`config.mk`:
```
export PLATFORM = sky130hd
export DESIGN_NAME = bin2bcd_serial
export DESIGN_NICKNAME = d
export VERILOG_FILES = /design/src/rtl/bin2bcd_serial_pkg.sv /design/src/rtl/bin2bcd_serial_digit_adjust.sv /design/src/rtl/bin2bcd_serial.sv
export SDC_FILE = /design/constraint.sdc
export NUM_CORES = 1
export LEC_CHECK = 0
export BUFFER_PORTS_ARGS = -buffer_cell sky130_fd_sc_hd__buf_2
export CAP_MARGIN = 20
export CORE_MARGIN = 3
export CORE_UTILIZATION = 35
export CTS_CLUSTER_SIZE = 8
export DETAILED_ROUTE_END_ITERATION = 7
export GPL_ROUTABILITY_DRIVEN = 0
export GPL_TIMING_DRIVEN = 0
export PLACE_DENSITY = 0.61
export SLEW_MARGIN = 20
export SYNTH_ARGS = -nofsm -noshare
export SYNTH_HDL_FRONTEND = slang
export SYNTH_SLANG_ARGS = --single-unit
```
`constraint.sdc`:
```
create_clock -name i_clk -period 2.85 [get_ports i_clk]
set_input_delay 0.855 -clock i_clk [delete_from_list [all_inputs] [get_ports i_clk]]
set_output_delay 0.855 -clock i_clk [all_outputs]
set_load 0.01 [all_outputs]
```
`src/rtl/bin2bcd_serial_pkg.sv`:
```
// Shared types for the serial binary-to-BCD converter: the FSM state encoding,
// the BCD digit type and the minimum digit count for a given binary width.
package bin2bcd_serial_pkg;

  typedef enum logic [1:0] {
    IDLE,
    SHIFT,
    DONE
  } state_t;

  typedef logic [3:0] bcd_digit_t;

  // ceil(bits * log10(2)), using log10(2) ~= 0.30103 in integer arithmetic
  function automatic int min_digits(input int bits);
    return (bits * 30103 + 99999) / 100000;
  endfunction

endpackage

```
`src/rtl/bin2bcd_serial_digit_adjust.sv`:
```
// Double-dabble correction for one BCD digit: add 3 when the digit is 5 or more,
// so that the following left shift carries correctly into the next digit.
import bin2bcd_serial_pkg::*;

module bcd_digit_adjust (
  input  bcd_digit_t digit_in,
  output bcd_digit_t digit_out
);

  assign digit_out = (digit_in >= 4'd5) ? digit_in + 4'd3 : digit_in;

endmodule

```
`src/rtl/bin2bcd_serial.sv`:
```
// Serial double-dabble converter: one input bit per clock, the result is presented
// together with a one-cycle done pulse and a leading-zero blanking mask.
import bin2bcd_serial_pkg::*;

module bin2bcd_serial #(
  parameter int BIN_W  = 16,
  parameter int DIGITS = 5
) (
  input  logic                  i_clk,
  input  logic                  i_rst,
  input  logic                  i_start,
  input  logic [BIN_W-1:0]      i_bin,
  output logic                  o_busy,
  output logic                  o_done,
  output logic [4*DIGITS-1:0]   o_bcd,
  output logic [DIGITS-1:0]     o_blank
);

  localparam int CNT_W   = $clog2(BIN_W + 1);
  localparam int TOTAL_W = 4 * DIGITS + BIN_W;

  if (DIGITS < min_digits(BIN_W)) begin : g_digits_check
    $error("bin2bcd_serial: DIGITS=%0d cannot hold a %0d-bit value", DIGITS, BIN_W);
  end

  state_t               state;
  state_t               next_state;
  logic [BIN_W-1:0]     shift_reg;
  logic [4*DIGITS-1:0]  scratch;
  logic [CNT_W-1:0]     count;

  logic [4*DIGITS-1:0]  adjusted;
  logic [TOTAL_W-1:0]   shifted;
  logic [4*DIGITS-1:0]  scratch_next;
  logic [BIN_W-1:0]     shift_next;
  logic [DIGITS-1:0]    blank_next;
  logic                 last_shift;

  for (genvar k = 0; k < DIGITS; k++) begin : g_adjust
    bcd_digit_adjust u_adjust (
      .digit_in  (scratch[4*k +: 4]),
      .digit_out (adjusted[4*k +: 4])
    );
  end

  // Digit carries fall out of shifting the concatenation; the top digit's MSB is dropped
  assign shifted      = {adjusted, shift_reg} << 1;
  assign scratch_next = shifted[TOTAL_W-1 -: 4*DIGITS];
  assign shift_next   = shifted[BIN_W-1:0];
  assign last_shift   = (state == SHIFT) && (count == CNT_W'(1));
  assign o_busy       = (state != IDLE);

  always_comb begin
    logic zero_run;
    zero_run   = 1'b1;
    blank_next = '0;
    for (int k = DIGITS - 1; k > 0; k--) begin
      zero_run      = zero_run && (scratch_next[4*k +: 4] == 4'd0);
      blank_next[k] = zero_run;
    end
  end

  always_ff @(posedge i_clk) begin
    if (i_rst) begin
      state <= IDLE;
    end else begin
      state <= next_state;
    end
  end

  always_comb begin
    next_state = state;
    case (state)
      IDLE:    if (i_start) next_state = SHIFT;
      SHIFT:   if (count == CNT_W'(1)) next_state = DONE;
      DONE:    next_state = IDLE;
      default: next_state = IDLE;
    endcase
  end

  // Outputs are loaded on the final shift so they change exactly when o_done rises
  always_ff @(posedge i_clk) begin
    if (i_rst) begin
      shift_reg <= '0;
      scratch   <= '0;
      count     <= '0;
      o_done    <= 1'b0;
      o_bcd     <= '0;
      o_blank   <= {{(DIGITS-1){1'b1}}, 1'b0};
    end else begin
      o_done <= 1'b0;
      case (state)
        IDLE: begin
          if (i_start) begin
            shift_reg <= i_bin;
            scratch   <= '0;
            count     <= CNT_W'(BIN_W);
          end
        end
        SHIFT: begin
          scratch   <= scratch_next;
          shift_reg <= shift_next;
          count     <= count - CNT_W'(1);
          if (last_shift) begin
            o_bcd   <= scratch_next;
            o_blank <= blank_next;
            o_done  <= 1'b1;
          end
        end
        default: ;
      endcase
    end
  end

endmodule

```
==> run metrics <==
most frequent cells in the layout=68 x dfxtp_1, 52 x a21oi_1, 49 x nor2_1, 48 x nand2_1, 47 x buf_2; PortBufs=44; GRT Total Usage=0.1674; Area Growth Syn to Fin=15.97%; htree depth=3; dpl cells=556; antenna fix cells=0; antenna violations before repair=0; Final Setup Violations=0; # clock sinks=68; worst hold path depth=2; Yosys warnings=0; via count=2915; Crit path arrival time=1.66 ns; switching share of power=0.2580; Fmax=398.3 MHz; Leak=1.610 nW; antenna-violating nets left=0; core region area=8891 um2; global-route wire length before repair=13770 um; DR pass1 iterations=4; clk root buf=clkbuf_8; Worst Setup Start Kind=register; hold wc startpoint=o_bcd[2]; fin crit period=2.511 ns; Remaining DRCs=0; Fin. Hold Viols=0; Initial DRC Count=97; final instance area=3780 um2; post-synthesis cell count=404; synth top area cells=dfxtp_1 42%, a21oi_1 8.0%, nor2_1 5.6%; clock skew=0.008802 ns; reg2reg start=state[1]; die width=102.5 um; Slew HR=0.5943; status=finished clean; Reg2Reg Depth=6; syn_nets=435; Netlist cell types=33; Tot Pwr=1.929 mW; internal power=1.431 mW; RSZ-0062 raised after global routing=no; CTS max path bufs=2; combinational power share=0.110; FP Rows=34; via/cell ratio=5.114; FF-to-FF setup slack=0.81 ns; Reg clk slew, reported paths=0.07 ns; gr ovfl total=0; clk_lat worst skew=0.34 ns; Critical R2R Capture=scratch[7]; post-synth top area cell=dfxtp_1; Yosys reg bits=68; pin count of the biggest net entering global routing=11; net switching power figure=497.5 uW; Max IR drop VDD=337.7 uV; WL/cell=14.35 um; critical path fanouts, max=19; Syn Area/Cell=8.068 um2; vias in the first global route=2854; die area=10510 um2; initial core utilization=0.3666; mapped cell area=3259 um2; most common cell after layout, fill and taps aside=dfxtp_1; dpl cell area=3615 um2; die extent in y=102.5 um; post-route setup TNS=0 ns; Max Cap Viol=0; Final #Nets=489; fraction of layout cells with a size suffix above 1=0.1688; TritonCTS buffer count=9; top cell type's share of synthesized area=0.4177; DP HPWL=5851 um; Util after Layout=0.4251; Final Instance Count excl. Fillers=570; PwrDens=510.3 nW/um2; period utilization=0.8810; CTS tree=done; actual slew at the worst max-slew pin=0.6086 ns; critical path type=reg -> out; HP Class=reg -> reg; sequential area share after synthesis=0.4177; WP data required=2.00 ns; io pins=46; part of the power in registers=0.527; Slew Limit Fails=0; Worst setup EP type=output port; clock share of power=0.362; routed wire length=8179 um; Hold Crit Endpoint=o_bcd[2]
==> cells in the mapped netlist (all sizes together) <==
cell / instances
a211oi: 12
a21o: 1
a21oi: 52
a22o: 11
a22oi: 3
and2b: 1
and4b: 1
buf: 9
clkbuf: 16
conb: 1
dfxtp: 68
ha: 12
inv: 26
mux2i: 9
nand2: 48
nand2b: 10
nand3: 5
nand3b: 1
nand4: 1
nor2: 49
nor2b: 4
nor3: 8
nor3b: 9
nor4b: 1
o21ai: 25
o221a: 11
o31ai: 1
or2: 3
or3: 1
xnor2: 5
==> worst max path at each step <==
stage                   from     endpoint  slack (ns)  depth (start not counted)
floorplan           state[1]       o_busy        0.86                          4
global placement       i_rst  scratch[11]        0.37                          6
detailed placement     i_rst  scratch[11]        0.35                          6
CTS                 state[1]       o_busy        0.03                          5
global route        state[1]       o_busy        0.18                          4
finish              state[1]       o_busy        0.34                          4
==> cells by family after synthesis <==
| logic type | count (synthesis) | synth area share |
|---|---|---|
| other | 1 | 0.001151 |
| XOR/XNOR | 5 | 0.01344 |
| AND/OR/NAND/NOR | 142 | 0.2058 |
| flip-flops | 68 | 0.4177 |
| buffers and inverters | 51 | 0.06334 |
| multiplexers | 9 | 0.02764 |
| adder cells (fa/ha/maj) | 12 | 0.04606 |
| AO/OA/AOI/OAI | 116 | 0.2250 |
==> per-stage QoR <==
step	setup WS, ns	hold slack, ns
after global placement	0.3662	0.4430
after global routing	0.1765	0.4714
after floorplan	0.8570	0.4368
after detailed placement	0.3525	0.4463
after CTS	0.03277	0.4566
final	0.3390	0.4544
==> layout make-up <==
| class | count | area, um2 |
|---|---|---|
| plain buffers | 24 | 105.1 |
| clock buffers | 13 | 158.9 |
| clock inverters | 2 | 10.01 |
| fillers | 901 | 5111 |
| inverters | 26 | 97.59 |
| multi-input cells | 285 | 1692 |
| flip-flops and latches | 68 | 1361 |
| well taps | 108 | 135.1 |
| repair buffers | 44 | 220.2 |
==> critical path: stages, from the launching register on <==
cell and delay (ns):
dfxtp_1 0.31, clkbuf_1 0.31, buf_2 0.40, or2_2 0.17, buf_2 0.12
==> power by group through the flow <==
stage | sequential (mW) | clock, mW | combinational (mW)
5_1_grt | 1.02 | 0.764 | 0.244
2_1_floorplan | 1.03 | 0 | 0.147
4_1_cts | 1.02 | 0.727 | 0.214
6_report | 1.02 | 0.699 | 0.213
3_5_place_dp | 1.04 | 0 | 0.212
3_3_place_gp | 1.04 | 0 | 0.209
==> metal layers <==
layer,global-route usage,vias to the layer above,share of wire
met1,0.2046,1349,0.48
met2,0.2895,63,0.47
li1,-,1498,-
met5,0,-,0
met4,0.03935,0,0.0067
met3,0.05007,5,0.045
==> timing repair <==
item,in CTS,in global routing
hold buffers,0,0
endpoints found under the setup margin,0,1
setup buffers,0,0
resized for setup,0,0
(Power assumes the default switching activity.)
